==> src/rtl/shiftadd_pkg.sv <==
// Shared types and helpers for the sequential shift-add multiplier.
package shiftadd_pkg;

    typedef enum logic [1:0] {
        IDLE = 2'b00,
        RUN  = 2'b01,
        DONE = 2'b10
    } state_t;

    // Bits needed to hold iteration indices 0..width-1 (at least 1).
    function automatic int clog2(input int width);
        int bits;
        bits = 1;
        while ((1 << bits) < width) begin
            bits++;
        end
        return bits;
    endfunction

endpackage

==> src/rtl/shiftadd_seq_ctrl_if.sv <==
// Host-side start/done handshake, operands and product of the shift-add multiplier.
interface shiftadd_seq_ctrl_if #(parameter int WIDTH = 4);

    logic                   start;
    logic [WIDTH-1:0]       multiplicand;
    logic [WIDTH-1:0]       multiplier;
    logic                   ready;
    logic                   busy;
    logic                   done;
    logic [2*WIDTH-1:0]     product;

    modport master (
        output start, multiplicand, multiplier,
        input  ready, busy, done, product
    );

    modport slave (
        input  start, multiplicand, multiplier,
        output ready, busy, done, product
    );

endinterface

==> src/rtl/shiftadd_seq_dp.sv <==
// Datapath: accumulator, shifting multiplicand A and multiplier Q, one shared adder.
// SHIFTADD_EARLY_EXIT_EN adds the q_rest_zero status used for early termination.
module shiftadd_seq_dp #(
    parameter int WIDTH = 4
) (
    input  logic                 clk,
    input  logic                 rst_n,
    input  logic                 load,
    input  logic                 step,
    input  logic                 commit,
    input  logic [WIDTH-1:0]     multiplicand,
    input  logic [WIDTH-1:0]     multiplier,
`ifdef SHIFTADD_EARLY_EXIT_EN
    output logic                 q_rest_zero,
`endif
    output logic [2*WIDTH-1:0]   product
);

    logic [2*WIDTH-1:0] acc;
    logic [2*WIDTH-1:0] a;
    logic [WIDTH-1:0]   q;
    logic [2*WIDTH-1:0] sum;

    assign sum = acc + (q[0] ? a : '0);

`ifdef SHIFTADD_EARLY_EXIT_EN
    assign q_rest_zero = (q[WIDTH-1:1] == '0);
`endif

    always_ff @(posedge clk or negedge rst_n) begin
        if (!rst_n) begin
            acc     <= '0;
            a       <= '0;
            q       <= '0;
            product <= '0;
        end else begin
            if (load) begin
                acc <= '0;
                a   <= {{WIDTH{1'b0}}, multiplicand};
                q   <= multiplier;
            end else if (step) begin
                acc <= sum;
                a   <= a << 1;
                q   <= q >> 1;
            end
            if (commit) begin
                product <= sum;
            end
        end
    end

endmodule

==> src/rtl/shiftadd_seq_ctrl.sv <==
// Sequential shift-add multiplier: control FSM and iteration counter around shiftadd_seq_dp.
// Define SHIFTADD_EARLY_EXIT_EN to stop once the remaining multiplier bits are all zero.
//   state | meaning
//   IDLE  | ready for start; operands loaded into datapath on accept
//   RUN   | one partial product per clock
//   DONE  | one-cycle done pulse, product valid
module shiftadd_seq_ctrl
    import shiftadd_pkg::*;
#(
    parameter int WIDTH = 4
) (
    input  logic                  clk,
    input  logic                  rst_n,
    shiftadd_seq_ctrl_if.slave    bus
);

    localparam int CW = clog2(WIDTH);
    localparam logic [CW-1:0] LAST_COUNT = CW'(WIDTH - 1);

    state_t        state;
    logic [CW-1:0] count;
    logic          ready_q;
    logic          busy_q;
    logic          done_q;
    logic          load;
    logic          step;
    logic          commit;
    logic          last;

`ifdef SHIFTADD_EARLY_EXIT_EN
    logic q_rest_zero;
    assign last = (count == LAST_COUNT) || q_rest_zero;
`else
    assign last = (count == LAST_COUNT);
`endif

    assign load   = (state == IDLE) && bus.start;
    assign step   = (state == RUN);
    assign commit = step && last;

    always_ff @(posedge clk or negedge rst_n) begin
        if (!rst_n) begin
            state   <= IDLE;
            count   <= '0;
            ready_q <= 1'b1;
            busy_q  <= 1'b0;
            done_q  <= 1'b0;
        end else begin
            case (state)
                IDLE: begin
                    if (bus.start) begin
                        state   <= RUN;
                        count   <= '0;
                        ready_q <= 1'b0;
                        busy_q  <= 1'b1;
                    end
                end
                RUN: begin
                    count <= count + CW'(1);
                    if (last) begin
                        state  <= DONE;
                        done_q <= 1'b1;
                    end
                end
                DONE: begin
                    state   <= IDLE;
                    done_q  <= 1'b0;
                    busy_q  <= 1'b0;
                    ready_q <= 1'b1;
                end
                default: begin
                    state   <= IDLE;
                    done_q  <= 1'b0;
                    busy_q  <= 1'b0;
                    ready_q <= 1'b1;
                end
            endcase
        end
    end

    assign bus.ready = ready_q;
    assign bus.busy  = busy_q;
    assign bus.done  = done_q;

    shiftadd_seq_dp #(.WIDTH(WIDTH)) u_dp (
        .clk          (clk),
        .rst_n        (rst_n),
        .load         (load),
        .step         (step),
        .commit       (commit),
        .multiplicand (bus.multiplicand),
        .multiplier   (bus.multiplier),
`ifdef SHIFTADD_EARLY_EXIT_EN
        .q_rest_zero  (q_rest_zero),
`endif
        .product      (bus.product)
    );

endmodule

==> src/flat_wrapper.sv <==
// flat-port wrapper written by rule: the top's interface ports become plain ports
module shiftadd_seq_ctrl_flat import shiftadd_pkg::*;
#(
    parameter int WIDTH = 4
)
  (clk, rst_n, bus_start, bus_multiplicand, bus_multiplier, bus_ready, bus_busy, bus_done, bus_product);
  shiftadd_seq_ctrl_if #(.WIDTH(WIDTH)) bus_i ();
  input  logic clk;
  input  logic rst_n;
  input wire logic [$bits(bus_i.start)-1:0] bus_start;
  input wire logic [$bits(bus_i.multiplicand)-1:0] bus_multiplicand;
  input wire logic [$bits(bus_i.multiplier)-1:0] bus_multiplier;
  output wire logic [$bits(bus_i.ready)-1:0] bus_ready;
  output wire logic [$bits(bus_i.busy)-1:0] bus_busy;
  output wire logic [$bits(bus_i.done)-1:0] bus_done;
  output wire logic [$bits(bus_i.product)-1:0] bus_product;
  assign bus_i.start = bus_start;
  assign bus_i.multiplicand = bus_multiplicand;
  assign bus_i.multiplier = bus_multiplier;
  assign bus_ready = bus_i.ready;
  assign bus_busy = bus_i.busy;
  assign bus_done = bus_i.done;
  assign bus_product = bus_i.product;
  shiftadd_seq_ctrl #(.WIDTH(WIDTH)) u_core (.clk(clk), .rst_n(rst_n), .bus(bus_i));
endmodule
==> config.mk <==
export PLATFORM = sky130hd
export DESIGN_NAME = shiftadd_seq_ctrl_flat
export DESIGN_NICKNAME = d
export VERILOG_FILES = /design/src/rtl/shiftadd_pkg.sv /design/src/rtl/shiftadd_seq_ctrl_if.sv /design/src/rtl/shiftadd_seq_dp.sv /design/src/rtl/shiftadd_seq_ctrl.sv /design/src/flat_wrapper.sv
export SDC_FILE = /design/constraint.sdc
export NUM_CORES = 1
export LEC_CHECK = 0
export ABC_CLOCK_PERIOD_IN_PS = 3250
export BUFFER_PORTS_ARGS = -buffer_cell sky130_fd_sc_hd__buf_2
export CORE_MARGIN = 2
export CORE_UTILIZATION = 50
export DETAILED_ROUTE_END_ITERATION = 16
export GPL_TIMING_DRIVEN = 0
export PLACE_DENSITY = 0.77
export SYNTH_ARGS = -nofsm -noshare
export SYNTH_HDL_FRONTEND = slang
export SYNTH_SLANG_ARGS = --single-unit
==> constraint.sdc <==
create_clock -name clk -period 3.25 [get_ports clk]
set_input_delay 0.4875 -clock clk [delete_from_list [all_inputs] [get_ports clk]]
set_output_delay 0.4875 -clock clk [all_outputs]
set_load 0.1 [all_outputs]
Yosys cells after proc, flatten, opt, wreduce, memory -nomap -nowiden

Index checks and enable logic that the tools add are counted.

Word-level logic and storage cells: 44
Output and inout bits: 11
Flip-flop bits (word level): 35
Input bits: 11

Mux-type cells: 18
Reductions and logical operators: 9
$add $sub $neg: 2
Bitwise operators: 2
Equal/unequal tests: 4

Operator list:

| operator                                                         | number |
|---|---|
| 8-bit two-way mux                                                | 5 |
| 8-bit adder                                                      | 1 |
| 4-bit two-way mux                                                | 2 |
| 2-bit one-hot mux with 2 select lines                            | 2 |
| 2-bit AND reduction                                              | 4 |
| 2-bit two-way mux                                                | 3 |
| 1-bit one-hot mux with 2 select lines                            | 3 |
| 2-bit != test (second input constant)                            | 2 |
| 2-bit nonzero test                                               | 2 |
| 1-bit two-way mux                                                | 3 |
| 2-bit by 1-bit adder with 2-bit output (second input constant)   | 1 |
| 2-bit by 1-bit == test with 1-bit output (second input constant) | 1 |
| 2-bit == test (second input constant)                            | 1 |
| 1-bit logical AND                                                | 2 |
| 2-bit logical NOT                                                | 1 |
| 1-bit NOT                                                        | 2 |

Depth between registers and ports, before layout

Gate-level depths: netlist of run 1.

Depth after elaboration: 4
Mapped depth: 9
Gate-level depth less buffers: 9

Modules after synthesis

A second synthesis of run 1 with hierarchy kept.

Cells, all modules: 168
Area total of the unflattened synthesis: 1830.5 µm²

Modules (own cells, without submodules):

| module            | instances | area each (µm²) | cells each | sequential area each (µm²) |
|---|---|---|---|---|
| shiftadd_seq_dp   | 1         | 1546.5          | 145        | 700.7 |
| shiftadd_seq_ctrl | 1         | 284.0           | 23         | 176.4 |

Worst setup path after synthesis of run 1

Ideal clock, no wire load.

Kind: flip-flop to flip-flop
Start point: register u_core.u_dp.q[0]
End point: register u_core.u_dp.acc[6]
Library setup time: 69 ps
Slack: 1331 ps
Arrival: 1850 ps
Buffers on the path: 0
Required time: 3181 ps
Cell stages (with the launch flop): 10
Period minus slack after synthesis: 1919 ps
Cells stage by stage: dfrtp_1 -> and2_1 -> ha_1 -> inv_1 -> fa_1 -> nor2b_1 -> o21ai_1 -> a21oi_1 -> or4_1 -> nand3_1

Longest elaborated chain between the ends: 4

RTL lines:

| what                   | line                  | RTL |
|---|---|---|
| start, declared        | shiftadd_seq_dp.sv:21 | `logic [WIDTH-1:0] q;` |
| start signal, assigned | shiftadd_seq_dp.sv:40 | `q <= multiplier;` |
| start signal, assigned | shiftadd_seq_dp.sv:44 | `q <= q >> 1;` |
| 8-bit two-way mux      | shiftadd_seq_dp.sv:24 | `assign sum = acc + (q[0] ? a : '0);` |
| 8-bit adder            | shiftadd_seq_dp.sv:24 |  |
| 8-bit two-way mux      | shiftadd_seq_dp.sv:41 | `end else if (step) begin` |
| 8-bit two-way mux      | shiftadd_seq_dp.sv:37 | `if (load) begin` |
| end signal, assigned   | shiftadd_seq_dp.sv:42 | `acc <= sum;` |
| end, declared          | shiftadd_seq_dp.sv:19 | `logic [2*WIDTH-1:0] acc;` |

Every way passes these cells. The select of a mux whose other input is x is not followed.
A chain may end at the register's enable or synchronous reset.

Final worst setup path of run 1

Same ends and word-level chain as after synthesis.

==> run summary, run 1 <==
Peak supply drop - 0.441 mV
Cells along the critical path - and2_1 -> ha_1 -> inv_1 -> fa_1 -> nor2b_1 -> o21ai_1 -> a21oi_1 -> or4_1 -> nand3_1
Average wire per cell in the routed design - 13.2 um
N_diodes - 0
Crit-path slowest cell - dfrtp_1
Ys Warns - 0
Cts repair resizes - 0
Setup TNS - 0 ps
Worst Max-Slew Pin Slew - 760 ps
Final WL - 3360 um
Crit path launch - u_core.u_dp.q[0]$_DFFE_PN0P_
Post-synth EDFFs - 0
Most frequent cell after synthesis - dfrtp_1
Fin. Hold Viols - 0
Slowest stage delay, CP - 480 ps
Max-Cap Viols - 0
Initial antenna violation count - 0
Synth top cells by count - dfrtp_1 (34), nand2_1 (25), o21ai_0 (17)
Post-layout instance count excluding filler cells - 255
Synth area leaders - dfrtp_1 (48%), ha_1 (5.6%), nand2_1 (5.3%), o21ai_0 (4.8%), a22o_1 (2.9%)
DP Cell Count - 248
Slew Viols, Final - 0
Pleak - 0.000977 uW
Dpl ws - 1070 ps
Vias in the first global route - 1293
Via count - 1391
H-Tree Depth - 2
Chip width - 63.7 um
Tcrit/Tclk final - 67.3%
Hold_buf cts - 0
Routed vias/inst - 5.45
Die height - 63.7 um
Cell Pwr Density - 1050 mW/mm^2
Die ar. - 0.00406 mm^2
Nets - 229
TritonRoute pass-1 iters - 4
Detailed Place HPWL - 2470 um
Cells after synthesis - 181
CTS max path bufs - 2
WP data arrival - 2400 ps
Clock Root Buffer - clkbuf_4
Clock transition at path regs - 100 ps
Reg-to-Reg Start - u_core.u_dp.q[0]$_DFFE_PN0P_
Fraction of layout cells with a size suffix above 1 - 16.7%
Crit Path Class - reg2reg
Area Growth Syn to Fin - 12.3%
Peak Freq - 457 MHz
First-pass GRT wire length - 5910 um
Overall power - 2090 uW
Crit end category - flip-flop
Placed Instance Area - 0.00195 mm^2
Yosys top cell area share - 47.7%
CTS tree - done
Sequential area share after synthesis - 49.2%
Port Buffers - 21
Syn_nets - 201
Internal reg-to-reg setup slack - 1060 ps
Clock sink total - 35
Final ANT Viol Nets - 0
Post-synthesis cell area - 0.00178 mm^2
Register bit total from synthesis - 35
CP Buf/Inv Count - 1
Cell variety after synth - 38
Status - finished clean
DRC Markers - 0
Tot GR Track Use - 19.1%
Initial core utilization - 52.6%
Syn avg cell area - 9.86 um^2
Hold crit path type - in2async
Largest net degree at the start of global routing - 36
Global route overflow - 0
Core ar. - 0.00339 mm^2
Reg2reg path depth - 9
Critical R2R Capture - u_core.u_dp.acc[6]$_DFFE_PN0P_
Area leader, netlist - dfrtp_1
Async SR Flop Fraction - 100%
Final instance area - 0.00200 mm^2
Worst path required time - 3460 ps
Site row count - 21
I/O Pins - 22
Setup ws final - 1060 ps
Min cycle time layout - 2190 ps
Slew margin rel. - 49.4%
Worst Skew - 1.65 ps
Post-CTS Setup Bufs - 0
Clock latency on the worst-skew pair - 330 ps
Gpl congestion - 0.821
Total CTS buffers - 5
Setup violators final - 0
Top cell family by delay on the critical path - adder cells
Initial drt markers - 89
RSZ-0062 raised after global routing - false
Crit start category - flip-flop
Top_reg_cell synth - dfrtp_1
CP max FO - 9
-- metal layers --
metal	vias up	global-route usage [%]	wire length, um	share of wire, %
met1	652	26.0	1600	48
met4	0	8.97	76	2.3
met2	39	28.8	1510	45
met3	11	4.93	172	5.1
met5	-	0	0	0
li1	689	-	-	-
-- sequential cells by signal, indices dropped and copies added, names as in the netlist, 2 cells and up --
signal               cells
u_core.u_dp.q            4
u_core.u_dp.product      8
u_core.u_dp.acc          8
u_core.count             2
u_core.u_dp.a            8
u_core.state             2
-- cells in the final DEF, fill, tap and decap left out, types with 2 or more instances in the layout --
master    instances
inv_1             9
dfrtp_1          34
a21oi_1           7
clkbuf_4          5
o21ai_0          17
buf_2            22
o211ai_1          2
o21bai_1          2
xor2_1            3
nor3_1            3
nor2_1            6
nand2_1          25
a22oi_1           6
or4_1             2
o21ai_1           9
and2_1            6
nand2b_1          4
clkbuf_1          6
a22o_1            6
nand3_1           3
nor2b_1           5
ha_1              8
-- through the flow --
stage / util, % / hold slack (ps)
floorplan: - / 192
global placement: 57.4 / 457
detailed placement: 57.4 / 466
CTS: 59.1 / 234
global route: 59.1 / 256
finish: 59.1 / 217
-- worst max path at each step --
stage          slack, ps  cells after the start                        endpoint
6_report            1060                      9  u_core.u_dp.acc[6]$_DFFE_PN0P_
5_1_grt              850                      9  u_core.u_dp.acc[6]$_DFFE_PN0P_
4_1_cts             1070                      9  u_core.u_dp.acc[6]$_DFFE_PN0P_
3_5_place_dp        1070                      9  u_core.u_dp.acc[4]$_DFFE_PN0P_
3_3_place_gp        1110                      9  u_core.u_dp.acc[6]$_DFFE_PN0P_
2_1_floorplan       1330                      9  u_core.u_dp.acc[6]$_DFFE_PN0P_
-- area by class of cell --
type	instances	area [um^2]
Clock buffer	6	51.3
Fill cell	286	1390
Tap cell	46	57.6
Inverter	9	33.8
Timing Repair Buffer	21	105
Sequential cell	35	877
Clock inverter	1	5.00
Multi-Input combinational cell	129	835
Buffer	8	38.8
-- cell families (layout without fill, tap and decap cells) --
family,count (synthesis),after routing,share of synthesized area [%]
AOI/OAI and AO/OA,53,53,18.4
xor gates and xnor gates,5,5,3.23
adders and majority gates,9,9,6.73
buffers and inverters,17,45,4.07
DFF,35,35,49.2
muxes,3,3,1.82
and+or+nand+nor,59,59,16.5
-- report_power, final --
| part | internal (uW) | total (uW) | switching (uW) |
|---|---|---|---|
| clock network | 100 | 238 | 138 |
| logic | 305 | 1130 | 822 |
| registers | 613 | 728 | 116 |
(Power assumes the default switching activity.)
==> inputs of run 2 (changes only) <==
- ABC_AREA: default -> 1
- ABC_CLOCK_PERIOD_IN_PS: 3250 -> 1770
- PLACE_DENSITY: 0.77 -> 0.8
- clock period: 3.25 -> 1.77 ns (I/O delays scaled with it)
==> run 2 against run 1 <==
  * The flow now finishes with violations (setup timing)
  * Hold slack worse by 110 ps
  * Sequential share of layout area down 3.7 points
  * Synthesized cell count rose by 15%
  * Critical endpoint is now u_core.u_dp.product[6]$_DFFE_PN0P_
  * Core utilization grew 6.4 points
  * Die area decreased by 1.8%
  * Via count grew 6.1%
  * Fmax rose by 19%
  * Register-to-register slack worse by 1100 ps
  * Highest routed layer unchanged
  * Worst setup slack got worse by 1100 ps
  * Area after synthesis is 2.0% lower
  * Global-route usage grew 0.13 points
==> run summary, run 2 <==
Detailed Place HPWL - 2460 um
Site row count - 21
Clock transition at path regs - 110 ps
Worst hold path stage count - 3
Gpl congestion - 0.832
Area occupied by multi-input gates - 872 um^2
Die height - 63.1 um
Crit Path Class - reg2reg
Reg2reg path depth - 14
Number of fill cells in the layout - 273
CTS max path bufs - 2
Final WL - 3860 um
N_diodes - 0
Most frequent cell after synthesis - nand2_1
Setup violators final - 3
Average wire per cell in the routed design - 13.3 um
CTS tree - done
Slew Viols, Final - 0
Register bit total from synthesis - 35
Worst Skew - 13.8 ps
Clock Root Buffer - clkbuf_4
Post-layout instance count excluding filler cells - 290
CP max FO - 6
Largest net degree at the start of global routing - 36
DRC Markers - 0
Most common cell after layout, fill and taps aside - nand2_1
Slew margin rel. - 49.7%
Peak Freq - 546 MHz
Fraction of layout cells with a size suffix above 1 - 33.2%
Via count - 1476
Synth top cells by count - nand2_1 (70), dfrtp_1 (34), inv_1 (29)
Core ar. - 0.00334 mm^2
Hold crit path type - in2reg
Post-synthesis cell area - 0.00175 mm^2
Failing checks - setup timing
Cell variety after synth - 26
Routed vias/inst - 5.09
Syn_nets - 228
Setup ws final - -62.5 ps
Crit end category - flip-flop
Die ar. - 0.00399 mm^2
Most frequent cells in the layout - nand2_1 (60), dfrtp_1 (34), buf_2 (25), inv_1 (23)
Clock sink total - 35
I/O Pins - 22
Ys Warns - 0
Crit start category - flip-flop
Clock latency on the worst-skew pair - 360 ps
Sequential Area - 877 um^2
Chip width - 63.1 um
Async SR Flop Fraction - 100%
TritonRoute pass-1 iters - 8
Nets - 263
Sequential area share after synthesis - 50.1%
Tcrit/Tclk final - 104%
Initial antenna violation count - 0
Port Buffers - 21
Top_reg_cell synth - dfrtp_1
Final ANT Viol Nets - 0
Tot GR Track Use - 19.3%
Vias in the first global route - 1319
Total CTS buffers - 5
First-pass GRT wire length - 5790 um
Cells after synthesis - 208
Status - complete, but fails checks
Area leader, netlist - dfrtp_1
Worst Max-Slew Pin Slew - 754 ps
Post-synth EDFFs - 0
H-Tree Depth - 2
Area Growth Syn to Fin - 25.0%
Setup TNS - -123 ps
DP Cell Count - 275
RSZ-0062 raised after global routing - true
Synth area leaders - dfrtp_1 (49%), nand2_1 (15%), inv_1 (6.2%), ha_1 (5.7%), nand3_1 (4.3%)
WP data arrival - 2090 ps
Worst path required time - 2020 ps
Initial core utilization - 52.4%
Max-Cap Viols - 0
Fin. Hold Viols - 0
Global route overflow - 0
Regs by FF count - u_core.u_dp.a (8), u_core.u_dp.acc (8), u_core.u_dp.product (8)
Yosys top cell area share - 48.6%
Min cycle time layout - 1830 ps
Syn avg cell area - 8.41 um^2
Initial drt markers - 49
## run 2: worst max-delay path, cell delays in order, from the launching register on
cell,delay [ps]
dfrtp_1,370
buf_6,130
nand2_4,40
inv_2,60
ha_4,130
inv_2,40
fa_2,340
inv_2,60
nand2_2,40
nand2_2,70
nand3b_1,120
nand2_1,100
nand2_1,80
nand3_1,90
nand2_1,50
## run 2: layout make-up
class | instances | area share (%)
sequential | 35 | 40.1
multi-input combinational | 135 | 39.9
timing repair buffer | 28 | 7.33
inverter | 33 | 5.67
tap | 46 | 2.63
clock buffer | 7 | 2.52
buffer | 5 | 1.43
clock inverter | 1 | 0.401
## run 2: path summary, 6_finish.rpt
check | start | to | slack, ps
setup / recovery | u_core.u_dp.q[0]$_DFFE_PN0P_ | u_core.u_dp.product[6]$_DFFE_PN0P_ | -60
hold reg to reg | u_core.state[1]$_DFFE_PN0P_ | u_core.bus.busy$_DFFE_PN0P_ | 460
setup reg to reg | u_core.u_dp.q[0]$_DFFE_PN0P_ | u_core.u_dp.product[6]$_DFFE_PN0P_ | -60
max in group asynchronous | rst_n | u_core.u_dp.product[5]$_DFFE_PN0P_ | 780
min in group asynchronous | rst_n | u_core.count[1]$_DFFE_PN0P_ | 490
hold / removal | bus_multiplier[3] | u_core.u_dp.q[3]$_DFFE_PN0P_ | 110
## run 2: timing repair
| item | CTS | global route |
|---|---|---|
| hold buffers | 1 | 0 |
| setup endpoints to repair | 6 | 9 |
| hold endpoints to repair | 29 | 0 |
| gates resized for setup | 12 | 24 |
| buffers inserted | 3 | 3 |
| pin swaps | 3 | 14 |
## run 2: metrics by stage
step	hold WS [ps]	util, %	area [um^2]	setup WS [ps]
2_1_floorplan	-30.1	-	1750	70.2
3_3_place_gp	379	57.3	1910	-76.9
3_5_place_dp	383	57.3	1910	-161
4_1_cts	108	62.1	2070	-1.04
5_1_grt	115	65.5	2190	-170
6_report	109	65.5	2190	-62.5
## run 2: logic make-up after synthesis
| kind of cell | count (synthesis) | synth area share (%) |
|---|---|---|
| simple gates | 100 | 24.2 |
| buf+inv | 38 | 8.51 |
| flops | 35 | 50.1 |
| compound gates | 24 | 9.23 |
| fa+ha+maj | 9 | 6.87 |
| xor+xnor | 2 | 1.00 |
## run 2: layer usage
metal	vias up	routed length [um]	GRT usage [%]
met3	13	200	6.43
met5	-	0	0
li1	730	-	-
met2	45	1900	30.9
met1	688	1650	23.5
met4	0	106	8.89
Power of run 2 is not shown: default switching activity piles up to over one toggle a cycle in this logic, so the estimate is an artifact.
